File: src/rtl/mem_pkg.sv
// Shared definitions for the data-memory access paths (load extend, store merge).
package mem_pkg;

    // Access size encodings as carried on the pipeline's size field.
    localparam logic [1:0] SZ_BYTE = 2'd0;
    localparam logic [1:0] SZ_HALF = 2'd1;
    localparam logic [1:0] SZ_WORD = 2'd2;

    // Store sequencer states.
    typedef enum logic [2:0] {
        ST_IDLE  = 3'd0,
        ST_RD    = 3'd1,
        ST_RWAIT = 3'd2,
        ST_WR    = 3'd3,
        ST_FIN   = 3'd4
    } state_t;

    // True when the size is illegal or the address is not naturally aligned.
    function automatic logic is_bad_access(input logic [1:0] size, input logic [1:0] lo);
        logic bad;
        case (size)
            SZ_BYTE: bad = 1'b0;
            SZ_HALF: bad = lo[0];
            SZ_WORD: bad = (lo != 2'b00);
            default: bad = 1'b1;
        endcase
        return bad;
    endfunction

endpackage

File: src/rtl/lane_merge.sv
// Combinational little-endian merge of store data into an existing memory word.
module lane_merge
    import mem_pkg::*;
(
    input  logic [31:0] i_old,
    input  logic [31:0] i_data,
    input  logic [1:0]  i_size,
    input  logic [1:0]  i_lane,
    output logic [31:0] o_word
);

    // Overwrite only the addressed lanes; every other lane keeps the old word.
    always_comb begin
        // NOTE: default assigned first so no path leaves o_word unassigned (no latch).
        o_word = i_old;
        case (i_size)
            SZ_BYTE: o_word[{i_lane, 3'b000} +: 8]     = i_data[7:0];
            SZ_HALF: o_word[{i_lane[1], 4'b0000} +: 16] = i_data[15:0];
            SZ_WORD: o_word = i_data;
            default: o_word = i_old;
        endcase
    end

endmodule

File: src/rtl/subword_store.sv
// Store unit: byte/half stores into word-only memory by read-modify-write.
module subword_store
    import mem_pkg::*;
(
    input  logic        clk,
    input  logic        rst_n,
    input  logic        req_valid,
    output logic        req_ready,
    input  logic [31:0] req_addr,
    input  logic [31:0] req_data,
    input  logic [1:0]  req_size,
    output logic        done,
    output logic        err,
    output logic [29:0] mem_addr,
    output logic        mem_rd,
    input  logic [31:0] mem_rdata,
    input  logic        mem_rvalid,
    output logic        mem_wr,
    output logic [31:0] mem_wdata,
    input  logic        mem_wack
);

    state_t      r_state;
    state_t      w_next;
    logic [31:0] r_data;
    logic [1:0]  r_size;
    logic [1:0]  r_lane;
    logic        r_done;
    logic        r_err;
    logic        r_mem_rd;
    logic        r_mem_wr;
    logic [29:0] r_mem_addr;
    logic [31:0] r_mem_wdata;
    logic [31:0] w_merged;
    logic        w_accept;
    logic        w_bad;
    logic        w_capture;

    assign w_accept  = (r_state == ST_IDLE) && req_valid;
    assign w_bad     = is_bad_access(req_size, req_addr[1:0]);
    assign w_capture = ((r_state == ST_RD) || (r_state == ST_RWAIT)) && mem_rvalid;

    lane_merge u_lane_merge (
        .i_old  (mem_rdata),
        .i_data (r_data),
        .i_size (r_size),
        .i_lane (r_lane),
        .o_word (w_merged)
    );

    // Next-state logic; memory handshakes only matter in the states waiting on them.
    always_comb begin
        w_next = r_state;
        case (r_state)
            ST_IDLE: begin
                if (req_valid) begin
                    if (w_bad)                    w_next = ST_FIN;
                    else if (req_size == SZ_WORD) w_next = ST_WR;
                    else                          w_next = ST_RD;
                end
            end
            ST_RD:    w_next = mem_rvalid ? ST_WR : ST_RWAIT;
            ST_RWAIT: if (mem_rvalid) w_next = ST_WR;
            ST_WR:    if (mem_wack) w_next = ST_FIN;
            ST_FIN:   w_next = ST_IDLE;
            default:  w_next = ST_IDLE;
        endcase
    end

    // State register.
    always_ff @(posedge clk or negedge rst_n) begin
        // NOTE: non-blocking assignments keep every flop updating from pre-edge values.
        if (!rst_n) r_state <= ST_IDLE;
        else        r_state <= w_next;
    end

    // Request fields are sampled only on accept, so they hold through the sequence.
    always_ff @(posedge clk or negedge rst_n) begin
        if (!rst_n) begin
            r_data <= '0;
            r_size <= SZ_BYTE;
            r_lane <= 2'b00;
        end else if (w_accept) begin
            r_data <= req_data;
            r_size <= req_size;
            r_lane <= req_addr[1:0];
        end
    end

    // Registered strobes derived from the state being entered next cycle.
    always_ff @(posedge clk or negedge rst_n) begin
        if (!rst_n) begin
            r_mem_rd <= 1'b0;
            r_mem_wr <= 1'b0;
            r_done   <= 1'b0;
            r_err    <= 1'b0;
        end else begin
            r_mem_rd <= (w_next == ST_RD);
            r_mem_wr <= (w_next == ST_WR);
            r_done   <= (w_next == ST_FIN);
            r_err    <= w_accept && w_bad;
        end
    end

    // Memory address/data: loaded on accept, write word replaced by the merge on read return.
    always_ff @(posedge clk or negedge rst_n) begin
        if (!rst_n) begin
            r_mem_addr  <= '0;
            r_mem_wdata <= '0;
        end else begin
            if (w_accept) begin
                r_mem_addr <= req_addr[31:2];
            end
            if (w_accept && !w_bad && (req_size == SZ_WORD)) begin
                r_mem_wdata <= req_data;
            end else if (w_capture) begin
                r_mem_wdata <= w_merged;
            end
        end
    end

    assign req_ready = (r_state == ST_IDLE);
    assign done      = r_done;
    assign err       = r_err;
    assign mem_rd    = r_mem_rd;
    assign mem_wr    = r_mem_wr;
    assign mem_addr  = r_mem_addr;
    assign mem_wdata = r_mem_wdata;

endmodule

File: config.mk
export PLATFORM = sky130hd
export DESIGN_NAME = subword_store
export DESIGN_NICKNAME = d
export VERILOG_FILES = /design/src/rtl/mem_pkg.sv /design/src/rtl/lane_merge.sv /design/src/rtl/subword_store.sv
export SDC_FILE = /design/constraint.sdc
export NUM_CORES = 1
export LEC_CHECK = 0
export CAP_MARGIN = 30
export CORE_MARGIN = 10
export CORE_UTILIZATION = 35
export DETAILED_ROUTE_END_ITERATION = 8
export PLACE_DENSITY = 0.61
export SYNTH_ARGS = -nofsm -noshare
export SYNTH_HDL_FRONTEND = slang
export SYNTH_HIERARCHICAL = 1
export SYNTH_SLANG_ARGS = --single-unit
File: constraint.sdc
create_clock -name clk -period 4.15 [get_ports clk]
set_clock_uncertainty 0.1 [all_clocks]
set_input_delay 0.83 -clock clk [delete_from_list [all_inputs] [get_ports clk]]
set_output_delay 0.83 -clock clk [all_outputs]
set_load 0.02 [all_outputs]
==> qor.yml, run 1 <==
antenna_found_initial: 0
r2r_start: "r_lane[1]"
clock_latency_ns: 0.35
synth_warnings: 6
outcome: "complete, no violations"
die-area_um2: 22200
hold_viol_final: 0
period_share_pct: 70.3
core_um2: 16500
grt_overflow_total: 0
met3_usage_pct: 5.28
postRouteWirelength_um: 20500
syn_nets: 757
r2r-end: "mem_wdata[23]"
tightest_slew_ns: 0.912
design_area_um2: 7870
rsz0062_at_grt: "false"
crit_required_ns: 4.28
drt-wirelength-per-cell_um: 20.2
clkSinkCount: 105
syn_inst: 649
placement_rows: 47
htreeDepth: 3
leakagePower_nw: 3.63
syn_area_um2: 5820
synth_cell_types: 51
first_pass_iters: 7
grt_usage_pct: 18.4
ff2ff_setup_slack_ns: 1.23
vias_per_cell: 5.46
syn2layout_area_growth_pct: 35.2
gr-usage-met2_pct: 28.1
fmax_mhz: 343
routabilityCongestion: 0.890
min_period_ns: 2.92
synth_edf_count: 0
slowest_delay_ns: 0.44
layout-drive-gt1-share_pct: 6.31
post_cts_resized: 0
nFillCells: 1622
n_antenna_cell: 0
holdPathStages: 2
cp-end-kind: "register"
grt_pass1_wl_um: 32900
cap_viol_max_count: 0
top_usage_layer: "met2"
reg2reg_depth: 8
cp_max_fo: 25
fin_nets: 897
syn-mean-instance-area_um2: 8.97
portBuffers: 169
synthSimpleGateAreaFrac_pct: 27.4
vias: 5523
synth_compound_area_share_pct: 18.8
ys_async_sr_fraction_pct: 100
clk_path_buf_depth: 2
synthMuxAreaShare_pct: 1.93
fin_setup_tns_ns: 0
drcViolationCount: 0
postCtsSetupBuffers: 0
first_global_vias: 5881
cts_made_buffers: 9
die-width_um: 149
die-height_um: 149
startpoint: "r_lane[1]"
cts_hold_buf: 0
synth_top_family_by_area: "simple AND/OR/NAND/NOR gates"
tritoncts: "done"
crit_chain: "buf_4, clkinv_1, ha_1, and4bb_1, and2_1, a221o_1, and3_1, a311o_1"
synthXorXnorAreaFrac_pct: 0.279
slowest_stage: "ha_1"
setup_viol: 0
powerDensity_nw_per_um2: 771
drt_iter0_drc: 453
crit_arrival_ns: 3.05
io_pins: 170
initial_utilization_pct: 35.4
slew_headroom_pct: 39.2
grt_max_degree: 72
hp-class: "register to register"
clk_pin_slew_ns: 0.07
path_class: "register to register"
drv_slew: 0
yosysSeqAreaShare_pct: 45.1
critPathCapture: "mem_wdata[23]"
synthAdderAreaFrac_pct: 1.07
ys_ff_latch: 105
ys.flop_type: "dfrtp_1"
dp_hpwl_um: 14900
cts_root_buf: "clkbuf_16"
startpoint_type: "register"
ir_drop_uv: 320
gr-usage-met1_pct: 24.8
ant_nets: 0
placed_area_um2: 7610
-- logic make-up (layout without fill, tap and decap cells) --
group / after synthesis / in the layout
adder cells (fa/ha/maj): 5 / 5
buffers and inverters: 62 / 205
flip-flops: 105 / 105
XOR/XNOR: 1 / 1
AO/OA/AOI/OAI: 133 / 133
multiplexers: 10 / 10
AND/OR/NAND/NOR: 333 / 333
-- per-layer routing --
| metal | up-vias | wire (um) | share of wire, % |
|---|---|---|---|
| li1 | 2607 | - | - |
| met1 | 2680 | 9330 | 46 |
| met2 | 214 | 9160 | 45 |
| met3 | 22 | 1700 | 8.3 |
| met4 | 0 | 300 | 1.5 |
| met5 | - | 0 | 0 |
-- cells in the final DEF, fill, tap and decap left out, types with 3 or more instances in the layout --
master | Yosys | final
a21oi_1 | 14 | 14
a221o_1 | 9 | 9
a22o_1 | 9 | 9
a22oi_1 | 14 | 14
a311o_1 | 32 | 32
a31oi_1 | 10 | 10
a32oi_1 | 10 | 10
and2_1 | 7 | 7
and3_1 | 64 | 64
buf_4 | 1 | 15
clkbuf_16 | 0 | 9
clkdlybuf4s50_1 | 0 | 168
dfrtp_1 | 105 | 105
ha_1 | 5 | 5
inv_1 | 6 | 6
mux2_2 | 10 | 10
nand2_1 | 222 | 222
nand3_1 | 3 | 3
nand3b_1 | 9 | 9
nand4_1 | 3 | 3
nor2_1 | 3 | 3
o211ai_1 | 9 | 9
o21ai_0 | 3 | 3
o21ai_1 | 3 | 3
o221ai_1 | 12 | 12
or3_1 | 5 | 5
-- registers in the layout, summed over array words and instances, names as in the netlist --
name,flops
err,1
r_lane,2
r_data,32
mem_wdata,32
done,1
mem_rd,1
r_state,3
r_size,2
mem_addr,30
mem_wr,1
-- layout make-up --
| class | instances | area (um^2) | share of cell area (%) |
|---|---|---|---|
| Clock buffer | 12 | 246 | 3.13 |
| Clock inverter | 2 | 16.3 | 0.207 |
| Inverter | 8 | 30.0 | 0.381 |
| Multi-Input combinational cell | 482 | 2880 | 36.6 |
| Sequential cell | 105 | 2630 | 33.4 |
| Tap cell | 220 | 275 | 3.50 |
| Timing Repair Buffer | 183 | 1790 | 22.8 |
-- synthesized netlist by cell type (2+ instances only) --
cell        n  area share (%)
ha_1        5             1.1
dfrtp_1   105              45
nand4_1     3            0.32
o21ai_1     3            0.26
nand3b_1    9             1.2
nor2_1      3            0.19
a32oi_1    10             1.5
a31oi_1    10             1.1
and2_1      7            0.75
inv_1       6            0.39
o21a_1      2            0.26
nor3_1      2            0.17
buf_6       6             1.2
a22oi_1    14             1.8
o21ai_0     3            0.26
nor2b_1     2            0.21
a22o_1      9             1.4
or3_1       5            0.54
nand2_1   222              14
a221o_1     9             1.5
clkbuf_1   19             1.2
o211ai_1    9             1.2
nor4b_4     2            0.82
o221ai_1   12             1.8
buf_2      26             2.2
and3_1     64             6.9
clkinv_1    2            0.13
a311o_1    32             5.5
mux2_2     10             1.9
nand3_1     3            0.26
a21oi_1    14             1.2
buf_1       2            0.13
-- report_power, final --
part	internal (mW)	total [mW]	switching, mW
Clock	0.419	0.797	0.378
Combinational	1.49	3.32	1.83
Sequential	1.50	1.95	0.450
Total	3.41	6.07	2.65
-- worst min path at each step --
stage                      start      endpoint
floorplan              r_size[0]     r_size[0]
global placement    mem_addr[27]  mem_addr[27]
detailed placement  mem_addr[28]  mem_addr[28]
CTS                  mem_addr[3]   mem_addr[3]
global route          r_data[20]    r_data[20]
finish               mem_addr[3]   mem_addr[3]
-- critical path, delay by kind of cell, from the launching register on --
family,cells,cell delay (ns)
and+or+nand+nor,3,0.66
AOI/OAI and AO/OA,2,0.66
buffers and inverters,2,0.61
adders and majority gates,1,0.44
DFF,1,0.32
-- stage by stage --
stage          cells  worst slack, ns  hold WS (ns)  total power, mW  utilization [%]
2_1_floorplan    649             1.58         0.340             3.97                -
3_3_place_gp     998            0.984         0.359             5.20             46.2
3_5_place_dp     998            0.923         0.366             5.28             46.2
4_1_cts         1012             1.27         0.384             6.10             47.8
5_1_grt         1012             1.09         0.400             6.51             47.8
6_report        1012             1.23         0.377             6.07             47.8
No activity file was read; power rests on OpenSTA's default activity.
==> run 2: changes to the inputs <==
- clock period: 4.15 -> 2.7 ns (I/O delays scaled with it)
==> run 2 against run 1 <==
Effect of this change:
- clock power is 72% higher
- register-to-register slack got worse by 0.94 ns
- critical path depth is 6 lower
- sequential power grew 51%
- sequential cell count unchanged
- via count up 3.1%
==> qor.yml, run 2 (same netlist as run 1, synthesis figures left out) <==
min-delay-start: "r_data[21]"
outcome: "complete, no violations"
initial_utilization_pct: 35.4  # unchanged
routabilityCongestion: 0.852  # -4.3%
top_layer: "met4"
hp-class: "register to register"
grt_max_degree: 101  # +40%
drv_slew: 0  # unchanged
grt_pass1_wl_um: 32700  # -0.61%
powerDensity_nw_per_um2: 1200  # +55%
cp_max_fo: 11  # -56%
final_common_cell: "nand2_1"
die-area_um2: 22200  # unchanged
most-common-layout-cells: "nand2_1, clkdlybuf4s50_1, dfrtp_1, and3_1, a311o_1"
switching_share_pct: 43.4  # -0.32 points
wl_met3_um: 1940  # +14%
leakagePower_nw: 3.69  # +1.7%
ant_nets: 0  # unchanged
cp-end-kind: "output pin"
startpoint: "r_state[1]"
first_pass_iters: 5  # -2
wl_met2_um: 9570  # +4.5%
grt_usage_pct: 18.3  # -0.16 points
fmax_mhz: 409
vias_per_cell: 5.58  # +2.2%
intPower_mw: 5.42  # +59%
dp_cells: 1004  # +0.60%
htreeDepth: 3  # unchanged
crit_chain: "nor3_1, clkdlybuf4s50_1"
postRouteWirelength_um: 20900  # +2.1%
setup_viol: 0  # unchanged
min_period_ns: 2.44
drt_iter0_drc: 429  # -5.3%
startpoint_type: "register"
die-width_um: 149  # unchanged
die-height_um: 149  # unchanged
met1_length_um: 9230  # -1.1%
first_global_vias: 5752  # -2.2%
period_share_pct: 90.5
slowest_stage: "clkdlybuf4s50_1"
path_class: "register to output pin"
clk_path_buf_depth: 2  # unchanged
dp_hpwl_um: 15200  # +1.8%
fin_setup_tns_ns: 0  # unchanged
vias: 5696  # +3.1%
drt-wirelength-per-cell_um: 20.5  # +1.2%
clkSinkCount: 105  # unchanged
final_cell_count_no_fill: 1021  # +0.89%
cap_viol_max_count: 0  # unchanged
crit_arrival_ns: 1.80  # -1.25 ns
n_antenna_cell: 0  # unchanged
drcViolationCount: 0  # unchanged
io_pins: 170  # unchanged
tritoncts: "done"
p_seq_share_pct: 30.7  # -1.4 points
tightest_slew_ns: 0.599  # -0.313 ns
clockPowerShare_pct: 14.3  # +1.2 points
placement_rows: 47  # unchanged
clk_pin_slew_ns: 0.08  # about the same
portBuffers: 169  # unchanged
r2r_start: "r_lane[1]"
pwr-share-comb_pct: 55.0  # +0.3 points
ir_drop_uv: 492  # +54%
slowest_delay_ns: 0.64  # +0.20 ns
clock_latency_ns: 0.35  # about the same
antenna_found_initial: 0  # unchanged
fin_total_pwr_mw: 9.59  # +58%
cts_made_buffers: 9  # unchanged
fin_nets: 904  # +0.78%
crit_required_ns: 2.06  # -2.22 ns
cts_root_buf: "clkbuf_16"
rsz0062_at_grt: "false"
grt_overflow_total: 0  # unchanged
syn2layout_area_growth_pct: 37.5
core_um2: 16500  # unchanged
layout-drive-gt1-share_pct: 7.37  # +1.1 points
p_sw_mw: 4.16  # +57%
slew_headroom_pct: 59.9  # +21 points
hold_viol_final: 0  # unchanged
## run 2: cell count changes in the layout (fill, tap and decap cells not counted)
| cell | previous run | this run |
|---|---|---|
| buf_12 | 0 | 3 |
| buf_4 | 15 | 18 |
| bufinv_16 | 0 | 1 |
| clkbuf_1 | 2 | 1 |
| clkinv_4 | 1 | 0 |
| clkinvlp_4 | 1 | 3 |
| dlygate4sd3_1 | 0 | 1 |
| inv_8 | 0 | 1 |
## run 2: power by group through the flow
stage / combinational [mW] / clock [mW] / sequential, mW
after global routing: 5.72 / 1.47 / 3.04
after global placement: 5.14 / 0 / 2.93
after floorplan: 2.84 / 0 / 3.27
after detailed placement: 5.26 / 0 / 2.96
final: 5.27 / 1.37 / 2.94
after CTS: 5.28 / 1.40 / 2.94
## run 2: worst paths after layout
kind,to,slack [ns],cells after the start
setup / recovery,req_ready,0.26,2
hold / removal,r_data[21],0.38,2
setup reg to reg,mem_wdata[20],0.29,7
hold reg to reg,r_data[21],0.38,2
max in group asynchronous,mem_addr[16],1.28,3
min in group asynchronous,mem_wdata[15],0.54,2
## run 2: timing repair
action	4_1_cts	5_1_grt
hold buffers	1	0
buffers inserted	0	0
endpoints found under the hold margin	20	0
gates resized for setup	0	0
## run 2: critical path: cells and delay by family (launching register included)
| kind | cells | cell delay, ns |
|---|---|---|
| AND/OR/NAND/NOR | 1 | 0.25 |
| buffers and inverters | 1 | 0.64 |
| flip-flops | 1 | 0.56 |
## run 2: final cells by class
class	instances	area (um^2)
multi-input combinational	482	2880
fill	1554	8460
timing repair buffer	190	1890
clock inverter	5	63.8
clock buffer	11	243
tap	220	275
inverter	8	30.0
sequential	105	2630
## run 2: per-layer routing
metal	up-vias	GRT usage [%]
met5	-	0
met4	0	4.02
met3	21	5.86
met2	251	28.7
met1	2796	24.0
li1	2628	-
## run 2: through the flow
step	worst slack, ns	hold slack [ns]	util [%]	cell area (um^2)
global route	0.166	0.406	48.6	8010
detailed placement	0.280	0.365	46.7	7690
floorplan	0.133	0.144	-	5820
finish	0.257	0.376	48.6	8010
global placement	0.333	0.358	46.7	7690
CTS	0.244	0.385	48.6	8010
